[config.mk]
export PLATFORM = sky130hd
export DESIGN_NAME = dmac_master_mc_flat
export DESIGN_NICKNAME = d
export VERILOG_FILES = /design/src/rtl/dmac_pkg.sv /design/src/rtl/dmac_master_mc_if.sv /design/src/rtl/dmac_rr_arbiter.sv /design/src/rtl/dmac_master_mc.sv /design/src/flat_wrapper.sv
export SDC_FILE = /design/constraint.sdc
export NUM_CORES = 1
export LEC_CHECK = 0
export CORE_MARGIN = 2
export CORE_UTILIZATION = 41
export DETAILED_ROUTE_END_ITERATION = 7
export PLACE_DENSITY = 0.82
export SYNTH_ARGS = -nofsm -noshare
export SYNTH_HDL_FRONTEND = slang
export SYNTH_SLANG_ARGS = --single-unit
[constraint.sdc]
create_clock -name clk -period 2.5 [get_ports clk]
set_input_delay 0.5 -clock clk [delete_from_list [all_inputs] [get_ports clk]]
set_output_delay 0.5 -clock clk [all_outputs]
set_load 0.03 [all_outputs]
[src/rtl/dmac_pkg.sv]
// Shared definitions for the multi-channel DMA master.
//   state_t      : engine FSM states
//   SRC_INC, DEST_INC, FILL_ZERO : bit positions inside a channel's 3-bit op_mode
//   DEF_*        : default parameter values used by dmac_master_mc and its interface
package dmac_pkg;

    typedef enum logic [2:0] {
        IDLE,
        POP,
        BUS_REQ,
        MEM_READ,
        MEM_WRITE
    } state_t;

    localparam int SRC_INC   = 0;
    localparam int DEST_INC  = 1;
    localparam int FILL_ZERO = 2;

    localparam int DEF_NUM_CH    = 2;
    localparam int DEF_ADDR_W    = 8;
    localparam int DEF_DATA_W    = 32;
    localparam int DEF_SIZE_W    = 16;
    localparam int DEF_BURST_LEN = 4;

endpackage

[src/rtl/dmac_master_mc_if.sv]
// Memory bus between the DMA master and the memory/arbiter side.
//   M_req     : bus request (master -> slave)
//   M_grant   : bus grant (slave -> master)
//   M_wr      : write strobe (master -> slave)
//   M_address : address of the current read or write (master -> slave)
//   M_dout    : write data (master -> slave)
//   M_din     : read data, valid one cycle after the read address (slave -> master)
interface dmac_master_mc_if
    import dmac_pkg::*;
#(
    parameter int ADDR_W = DEF_ADDR_W,
    parameter int DATA_W = DEF_DATA_W
);
    logic              M_req;
    logic              M_grant;
    logic              M_wr;
    logic [ADDR_W-1:0] M_address;
    logic [DATA_W-1:0] M_dout;
    logic [DATA_W-1:0] M_din;

    modport master (
        output M_req, M_wr, M_address, M_dout,
        input  M_grant, M_din
    );

    modport slave (
        input  M_req, M_wr, M_address, M_dout,
        output M_grant, M_din
    );
endinterface

[src/rtl/dmac_rr_arbiter.sv]
// Round-robin channel arbiter.
//   clk, reset : clock and synchronous active-high reset
//   req        : per-channel request (eligible channels)
//   advance    : pulse when the current grant is taken; the priority pointer
//                then moves to the channel after the granted one
//   grant      : one-hot, first requesting channel at or after the pointer
// The pointer holds the channel with highest priority; reset points it at 0.
module dmac_rr_arbiter
    import dmac_pkg::*;
#(
    parameter int NUM_CH = DEF_NUM_CH
) (
    input  logic              clk,
    input  logic              reset,
    input  logic [NUM_CH-1:0] req,
    input  logic              advance,
    output logic [NUM_CH-1:0] grant
);
    localparam int PW = (NUM_CH > 1) ? $clog2(NUM_CH) : 1;

    logic [PW-1:0] ptr;
    logic [PW-1:0] ptr_nxt;
    logic          found;

    // Outer loop walks priority order starting at ptr; inner loop finds the
    // channel with that rank so every index stays a constant.
    always_comb begin
        grant   = '0;
        found   = 1'b0;
        ptr_nxt = ptr;
        for (int i = 0; i < NUM_CH; i++) begin
            for (int j = 0; j < NUM_CH; j++) begin
                if (!found && req[j] && (j == ((int'(ptr) + i) % NUM_CH))) begin
                    grant[j] = 1'b1;
                    found    = 1'b1;
                    ptr_nxt  = PW'((j + 1) % NUM_CH);
                end
            end
        end
    end

    always_ff @(posedge clk) begin
        if (reset) begin
            ptr <= '0;
        end else if (advance && found) begin
            ptr <= ptr_nxt;
        end
    end
endmodule

[src/rtl/dmac_master_mc.sv]
// Multi-channel DMA master: copies descriptors (src, dest, word count) taken
// from per-channel show-ahead FIFOs over a single request/grant memory bus,
// one read followed by one write per word.
// Ports:
//   clk, reset   : clock, synchronous active-high reset
//   bus          : memory bus (master modport of dmac_master_mc_if)
//   op_start     : per-channel start pulse (arms an idle, not-done channel)
//   op_clear     : per-channel done clear (wins over op_start)
//   op_mode      : per-channel {fill_zero, dest_inc_alt, src_inc}, live
//   op_done      : per-channel done flag, held until op_clear
//   desc_valid   : per-channel FIFO non-empty
//   rd_en        : one-hot FIFO pop
//   src_addr, dest_addr, data_size : per-channel FIFO heads
//   busy         : engine not idle
//   active_ch    : channel currently owning the engine
// Build option: define DMAC_MASTER_PREEMPT_EN to give every channel a saved
// context so a channel yields after BURST_LEN words when another one waits.
module dmac_master_mc
    import dmac_pkg::*;
#(
    parameter int  NUM_CH    = DEF_NUM_CH,
    parameter int  ADDR_W    = DEF_ADDR_W,
    parameter int  DATA_W    = DEF_DATA_W,
    parameter int  SIZE_W    = DEF_SIZE_W,
    parameter int  BURST_LEN = DEF_BURST_LEN,
    localparam int CH_W      = (NUM_CH > 1) ? $clog2(NUM_CH) : 1
) (
    input  logic                     clk,
    input  logic                     reset,
    dmac_master_mc_if.master         bus,
    input  logic [NUM_CH-1:0]        op_start,
    input  logic [NUM_CH-1:0]        op_clear,
    input  logic [3*NUM_CH-1:0]      op_mode,
    output logic [NUM_CH-1:0]        op_done,
    input  logic [NUM_CH-1:0]        desc_valid,
    output logic [NUM_CH-1:0]        rd_en,
    input  logic [NUM_CH*ADDR_W-1:0] src_addr,
    input  logic [NUM_CH*ADDR_W-1:0] dest_addr,
    input  logic [NUM_CH*SIZE_W-1:0] data_size,
    output logic                     busy,
    output logic [CH_W-1:0]          active_ch
);
    if (NUM_CH < 1 || NUM_CH > 8 || BURST_LEN < 1) begin : g_bad_param
        $error("dmac_master_mc: NUM_CH must be 1..8 and BURST_LEN at least 1");
    end

    state_t              state;
    state_t              state_nxt;
    logic [NUM_CH-1:0]   armed;
    logic [NUM_CH-1:0]   elig;
    logic [NUM_CH-1:0]   grant;
    logic [NUM_CH-1:0]   cur_oh;
    logic [NUM_CH-1:0]   ctx_valid;
    logic [CH_W-1:0]     cur_ch;
    logic [CH_W-1:0]     gidx;
    logic                advance;
    logic                preempt;
    logic [2:0]          mode;
    logic [ADDR_W-1:0]   cur_src;
    logic [ADDR_W-1:0]   cur_dest;
    logic [ADDR_W-1:0]   src_nxt;
    logic [ADDR_W-1:0]   dest_nxt;
    logic [ADDR_W-1:0]   head_src;
    logic [ADDR_W-1:0]   head_dest;
    logic [SIZE_W-1:0]   head_size;
    logic [SIZE_W-1:0]   remaining;
    logic [SIZE_W-1:0]   rem_dec;

    assign busy      = (state != IDLE);
    assign active_ch = cur_ch;
    assign elig      = armed & (desc_valid | ctx_valid);

    // Per-channel selects; op_mode is read live for the owning channel.
    always_comb begin
        cur_oh    = '0;
        mode      = '0;
        head_src  = '0;
        head_dest = '0;
        head_size = '0;
        gidx      = '0;
        for (int c = 0; c < NUM_CH; c++) begin
            if (cur_ch == CH_W'(c)) begin
                cur_oh[c] = 1'b1;
                mode      = op_mode[3*c +: 3];
                head_src  = src_addr[c*ADDR_W +: ADDR_W];
                head_dest = dest_addr[c*ADDR_W +: ADDR_W];
                head_size = data_size[c*SIZE_W +: SIZE_W];
            end
            if (grant[c]) begin
                gidx = CH_W'(c);
            end
        end
    end

    // Address arithmetic wraps silently at 2^ADDR_W.
    assign rem_dec  = remaining - SIZE_W'(1);
    assign src_nxt  = mode[SRC_INC] ? cur_src + ADDR_W'(1) : cur_src;
    assign dest_nxt = (mode[DEST_INC] || mode[FILL_ZERO]) ? cur_dest + ADDR_W'(1) : cur_dest;

    dmac_rr_arbiter #(
        .NUM_CH (NUM_CH)
    ) u_arb (
        .clk     (clk),
        .reset   (reset),
        .req     (elig),
        .advance (advance),
        .grant   (grant)
    );

    always_comb begin
        state_nxt     = state;
        rd_en         = '0;
        advance       = 1'b0;
        bus.M_req     = 1'b0;
        bus.M_wr      = 1'b0;
        bus.M_address = '0;
        bus.M_dout    = '0;
        case (state)
            IDLE: begin
                if (|grant) begin
                    advance   = 1'b1;
                    state_nxt = (|(grant & ctx_valid)) ? BUS_REQ : POP;
                end
            end
            POP: begin
                rd_en     = cur_oh;
                state_nxt = (head_size == '0) ? IDLE : BUS_REQ;
            end
            BUS_REQ: begin
                bus.M_req = 1'b1;
                if (bus.M_grant) begin
                    state_nxt = MEM_READ;
                end
            end
            MEM_READ: begin
                bus.M_req     = 1'b1;
                bus.M_address = cur_src;
                state_nxt     = MEM_WRITE;
            end
            MEM_WRITE: begin
                bus.M_req     = 1'b1;
                bus.M_wr      = 1'b1;
                bus.M_address = cur_dest;
                bus.M_dout    = mode[FILL_ZERO] ? DATA_W'(0) : bus.M_din;
                if (rem_dec == '0 || preempt) begin
                    state_nxt = IDLE;
                end else begin
                    state_nxt = MEM_READ;
                end
            end
            default: state_nxt = IDLE;
        endcase
    end

    // Control state: FSM, owner, armed/done flags.
    always_ff @(posedge clk) begin
        if (reset) begin
            state   <= IDLE;
            cur_ch  <= '0;
            armed   <= '0;
            op_done <= '0;
        end else begin
            state <= state_nxt;
            if (state == IDLE && |grant) begin
                cur_ch <= gidx;
            end
            for (int c = 0; c < NUM_CH; c++) begin
                if (op_clear[c]) begin
                    op_done[c] <= 1'b0;
                end else if (op_start[c] && !armed[c] && !op_done[c]) begin
                    armed[c] <= 1'b1;
                end
                // Armed with nothing left to move and not owning the engine:
                // finished. Cannot coincide with the branches above, since a
                // done channel is never armed.
                if (armed[c] && !desc_valid[c] && !ctx_valid[c] && !(busy && cur_oh[c])) begin
                    op_done[c] <= 1'b1;
                    armed[c]   <= 1'b0;
                end
            end
        end
    end

`ifdef DMAC_MASTER_PREEMPT_EN
    localparam int BW = $clog2(BURST_LEN + 1);

    logic [BW-1:0]     burst_cnt;
    logic [ADDR_W-1:0] ctx_src  [NUM_CH];
    logic [ADDR_W-1:0] ctx_dest [NUM_CH];
    logic [SIZE_W-1:0] ctx_rem  [NUM_CH];

    // burst_cnt counts MEM_WRITEs already completed in this grant; it
    // saturates so a long unopposed run still yields as soon as a rival appears.
    assign preempt = (burst_cnt >= BW'(BURST_LEN - 1)) && |(elig & ~cur_oh);

    always_ff @(posedge clk) begin
        if (reset) begin
            burst_cnt <= '0;
            ctx_valid <= '0;
        end else begin
            if (state == BUS_REQ) begin
                burst_cnt <= '0;
            end else if (state == MEM_WRITE && burst_cnt != BW'(BURST_LEN)) begin
                burst_cnt <= burst_cnt + BW'(1);
            end
            if (state == IDLE) begin
                ctx_valid <= ctx_valid & ~grant;
            end else if (state == MEM_WRITE && rem_dec != '0 && preempt) begin
                ctx_valid <= ctx_valid | cur_oh;
            end
        end
    end

    always_ff @(posedge clk) begin
        if (state == MEM_WRITE && rem_dec != '0 && preempt) begin
            for (int c = 0; c < NUM_CH; c++) begin
                if (cur_oh[c]) begin
                    ctx_src[c]  <= src_nxt;
                    ctx_dest[c] <= dest_nxt;
                    ctx_rem[c]  <= rem_dec;
                end
            end
        end
    end
`else
    assign ctx_valid = '0;
    assign preempt   = 1'b0;
`endif

    // Working registers of the owning channel.
    always_ff @(posedge clk) begin
        case (state)
            IDLE: begin
`ifdef DMAC_MASTER_PREEMPT_EN
                for (int c = 0; c < NUM_CH; c++) begin
                    if (grant[c] && ctx_valid[c]) begin
                        cur_src   <= ctx_src[c];
                        cur_dest  <= ctx_dest[c];
                        remaining <= ctx_rem[c];
                    end
                end
`endif
            end
            POP: begin
                cur_src   <= head_src;
                cur_dest  <= head_dest;
                remaining <= head_size;
            end
            MEM_WRITE: begin
                cur_src   <= src_nxt;
                cur_dest  <= dest_nxt;
                remaining <= rem_dec;
            end
            default: begin
            end
        endcase
    end
endmodule

[src/flat_wrapper.sv]
// flat-port wrapper written by rule: the top's interface ports become plain ports
module dmac_master_mc_flat import dmac_pkg::*;
#(
    parameter int  NUM_CH    = DEF_NUM_CH,
    parameter int  ADDR_W    = DEF_ADDR_W,
    parameter int  DATA_W    = DEF_DATA_W,
    parameter int  SIZE_W    = DEF_SIZE_W,
    parameter int  BURST_LEN = DEF_BURST_LEN,
    localparam int CH_W      = (NUM_CH > 1) ? $clog2(NUM_CH) : 1
)
  (clk, reset, op_start, op_clear, op_mode, op_done, desc_valid, rd_en, src_addr, dest_addr, data_size, busy, active_ch, bus_M_req, bus_M_wr, bus_M_address, bus_M_dout, bus_M_grant, bus_M_din);
  dmac_master_mc_if #(.ADDR_W(ADDR_W), .DATA_W(DATA_W)) bus_i ();
  input  logic clk;
  input  logic reset;
  input  logic [NUM_CH-1:0] op_start;
  input  logic [NUM_CH-1:0] op_clear;
  input  logic [3*NUM_CH-1:0] op_mode;
  output logic [NUM_CH-1:0] op_done;
  input  logic [NUM_CH-1:0] desc_valid;
  output logic [NUM_CH-1:0] rd_en;
  input  logic [NUM_CH*ADDR_W-1:0] src_addr;
  input  logic [NUM_CH*ADDR_W-1:0] dest_addr;
  input  logic [NUM_CH*SIZE_W-1:0] data_size;
  output logic busy;
  output logic [CH_W-1:0] active_ch;
  output wire logic [$bits(bus_i.M_req)-1:0] bus_M_req;
  output wire logic [$bits(bus_i.M_wr)-1:0] bus_M_wr;
  output wire logic [$bits(bus_i.M_address)-1:0] bus_M_address;
  output wire logic [$bits(bus_i.M_dout)-1:0] bus_M_dout;
  input wire logic [$bits(bus_i.M_grant)-1:0] bus_M_grant;
  input wire logic [$bits(bus_i.M_din)-1:0] bus_M_din;
  assign bus_M_req = bus_i.M_req;
  assign bus_M_wr = bus_i.M_wr;
  assign bus_M_address = bus_i.M_address;
  assign bus_M_dout = bus_i.M_dout;
  assign bus_i.M_grant = bus_M_grant;
  assign bus_i.M_din = bus_M_din;
  dmac_master_mc #(.NUM_CH(NUM_CH), .ADDR_W(ADDR_W), .DATA_W(DATA_W), .SIZE_W(SIZE_W), .BURST_LEN(BURST_LEN)) u_core (.clk(clk), .reset(reset), .bus(bus_i), .op_start(op_start), .op_clear(op_clear), .op_mode(op_mode), .op_done(op_done), .desc_valid(desc_valid), .rd_en(rd_en), .src_addr(src_addr), .dest_addr(dest_addr), .data_size(data_size), .busy(busy), .active_ch(active_ch));
endmodule
==> impl_metrics.env <==
export IMPL_status="completed"
export IMPL_h_tree_depth=2
export IMPL_async_flop_share=0
export IMPL_swShare=0.263
export IMPL_synthMuxAreaShare=0.0779
export IMPL_leakagePower_nw=1.84
export IMPL_start_util=0.420
export IMPL_core_sq_um=7690
export IMPL_finalSetupViolations=0
export IMPL_antenna_found_initial=0
export IMPL_num_vias=3271
export IMPL_crit_fanout=32
export IMPL_port_buffers=158
export IMPL_finalCritPeriodShare=0.966
export IMPL_skew_ps=10.5
export IMPL_pwr_share_seq=0.458
export IMPL_grt_max_degree=74
export IMPL_wl_per_cell_microns=15.5
export IMPL_maxSlewHeadroom=0.716
export IMPL_synth_top_area_share=0.298
export IMPL_path_cells="clkdlybuf4s50_1 > or2_1 > a211oi_2 > buf_12 > and2_1 > buf_4"
export IMPL_drt_met1_wl_microns=4060
export IMPL_netlist_top_cells_count="nand2_1 (33), and2_1 (32), edfxtp_1 (32), mux2i_1 (24), nor2_1 (23)"
export IMPL_grt_pass1_vias=3324
export IMPL_tns_ps=0
export IMPL_drtIter0Drc=182
export IMPL_cpPeakStageDelay_ps=400
export IMPL_synth_edf_count=32
export IMPL_syn_nets=482
export IMPL_avgSynthCellArea_sq_um=8.80
export IMPL_synth_most_common_cell="nand2_1"
export IMPL_drive_gt1_frac=0.152
export IMPL_grt_usage=0.230
export IMPL_nets=634
export IMPL_synth_top_family_by_area="simple AND/OR/NAND/NOR gates"
export IMPL_yosysWarningCount=0
export IMPL_crit_arrival_ps=1910
export IMPL_antennaDiodeCount=0
export IMPL_synth_top_area_cell="edfxtp_1"
export IMPL_synthTopCellsByArea="edfxtp_1 (30%), mux2i_1 (7.4%), and2_1 (6.2%)"
export IMPL_gp_congestion=0.851
export IMPL_cts_tree="yes"
export IMPL_viasPerCell=5.26
export IMPL_highest_signal_layer="met4"
export IMPL_cts_made_buffers=5
export IMPL_clk_insertion_delay_late_ps=300
export IMPL_ys_types=54
export IMPL_syn2layout_area_growth_pct=54.9
export IMPL_synthCells=367
export IMPL_power_switching_mw=0.483
export IMPL_seq_area_frac_synth=0.353
export IMPL_die_w_microns=92.8
export IMPL_synth_seq_cells=41
export IMPL_p_int_mw=1.35
export IMPL_synth_top_flop_cell="edfxtp_1"
export IMPL_hold_violations=0
export IMPL_cap_viol_max_count=0
export IMPL_p_per_area_nw_per_um2=366
export IMPL_grt_pass1_wl_microns=15900
export IMPL_slowest_stage="clkdlybuf4s50_1"
export IMPL_met2WireLength_microns=4810
export IMPL_wl_met3_microns=626
export IMPL_hold_slack_ps=527
export IMPL_ant_nets=0
export IMPL_synth_xor_area_frac=0.0701
export IMPL_power_frac_comb=0.240
export IMPL_hold_class="flop to flop"
export IMPL_cts_hold_fix_buffers=0
export IMPL_final_core_util=0.651
export IMPL_max_vdd_ir_drop_v=0.000220
export IMPL_clk_pin_slew_worst_paths_ps=70
export IMPL_cts_num_sinks=41
export IMPL_power_mw=1.83
export IMPL_routed_wl_microns=9660
export IMPL_clockBufferDepth=2
export IMPL_drt_pass1_iter_count=6
export IMPL_clkPwrFrac=0.302
export IMPL_io_pins=159
export IMPL_period_needed_ps=2410
export IMPL_drc_errors=0
export IMPL_netlist_area_sq_um=3230
export IMPL_fmax_mhz=414
export IMPL_die_area_sq_um=8600
export IMPL_tightest_slew_ps=425
export IMPL_maxSlewViolCount=0
export IMPL_synth_adder_area_share=0.0155
export IMPL_synth_compound_area_frac=0.170
export IMPL_postCtsSetupRepairBufs=0
export IMPL_n_fill_cell=664
export IMPL_dp_hpwl_microns=7580
export IMPL_end_kind="output port"
export IMPL_row_count=32
export IMPL_cts_resized=0
export IMPL_rsz0062_at_grt="no"
export IMPL_start_kind="input pin"
export IMPL_critPathKind="input pin to output port"
export IMPL_critPathRequiredTime_ps=2000
export IMPL_cts_root_buffer="clkbuf_8"
export IMPL_synth_simple_gate_area_frac=0.267
export IMPL_grt_ovfl_total=0
export IMPL_die_h_microns=92.8
==> per-layer routing <==
metal / vias up / global-route usage
li1: 1641 / -
met1: 1483 / 0.285
met2: 131 / 0.400
met3: 16 / 0.0504
met4: 0 / 0.0711
met5: - / 0
==> cell type report <==
cell class,count,area [sq um],share of cell area
flip-flops and latches,41,1140,0.228
multi-input cells,292,1980,0.397
inverters,8,30.0,0.00600
clock buffers,6,72.6,0.0145
well taps,102,128,0.0255
clock inverters,2,38.8,0.00776
repair buffers,171,1610,0.321
==> cell usage in the layout (no fill, tap or decap), types with 9 or more instances in the layout <==
cell type	Yosys	layout
o21ai_0	19	19
clkdlybuf4s50_1	0	115
a211oi_1	10	9
nand2_1	33	33
buf_4	1	52
xor2_1	13	13
mux2i_1	24	24
a21oi_1	19	19
nor3_1	13	13
and2_1	32	32
xnor2_1	11	11
nor2b_1	10	10
nor2_1	23	21
edfxtp_1	32	32
==> worst max-delay path: cells and delay by family <==
family                 cells  cell delay [ps]
buffers and inverters      3              750
AOI/OAI and AO/OA          1              270
and+or+nand+nor            2              380
==> final timing paths <==
| path | start | to | slack (ps) | cells past startpoint |
|---|---|---|---|---|
| hold / removal | u_core.op_done[1] | u_core.op_done[1] | 530 | 2 |
| setup / recovery | op_mode[2] | bus_M_dout[20] | 90 | 6 |
| setup reg to reg | u_core.remaining[2] | u_core.state[0] | 250 | 6 |
| hold reg to reg | u_core.op_done[1] | u_core.op_done[1] | 530 | 2 |
==> logic make-up after synthesis <==
logic type	Yosys count
adder cells (fa/ha/maj)	4
AND/OR/NAND/NOR	154
flip-flops	41
XOR/XNOR	25
AO/OA/AOI/OAI	84
multiplexers	25
buffers and inverters	34
==> through the flow <==
step | area [sq um] | worst slack, ps | cells
after floorplan | 3240 | 116 | 367
after global placement | 4870 | 64.8 | 614
after detailed placement | 4870 | 31.2 | 614
after CTS | 4980 | 19.1 | 622
after global routing | 5000 | 10.5 | 622
final | 5000 | 85.5 | 622
==> power by group through the flow <==
stage / combinational, mW / sequential (mW) / clock (mW)
2_1_floorplan: 0.203 / 0.832 / 0
3_3_place_gp: 0.430 / 0.850 / 0
3_5_place_dp: 0.438 / 0.852 / 0
4_1_cts: 0.440 / 0.836 / 0.558
5_1_grt: 0.480 / 0.844 / 0.585
6_report: 0.440 / 0.838 / 0.553
==> state kept, by name, indices dropped and copies added, names as in the netlist <==
signal and count:
u_core.armed 2, u_core.remaining 16, u_core.cur_src 8, u_core.state 3
u_core.op_done 2, u_core.u_arb.ptr 1, u_core.cur_dest 8, u_core.active_ch 1
Power figures use the tool's default switching activity.
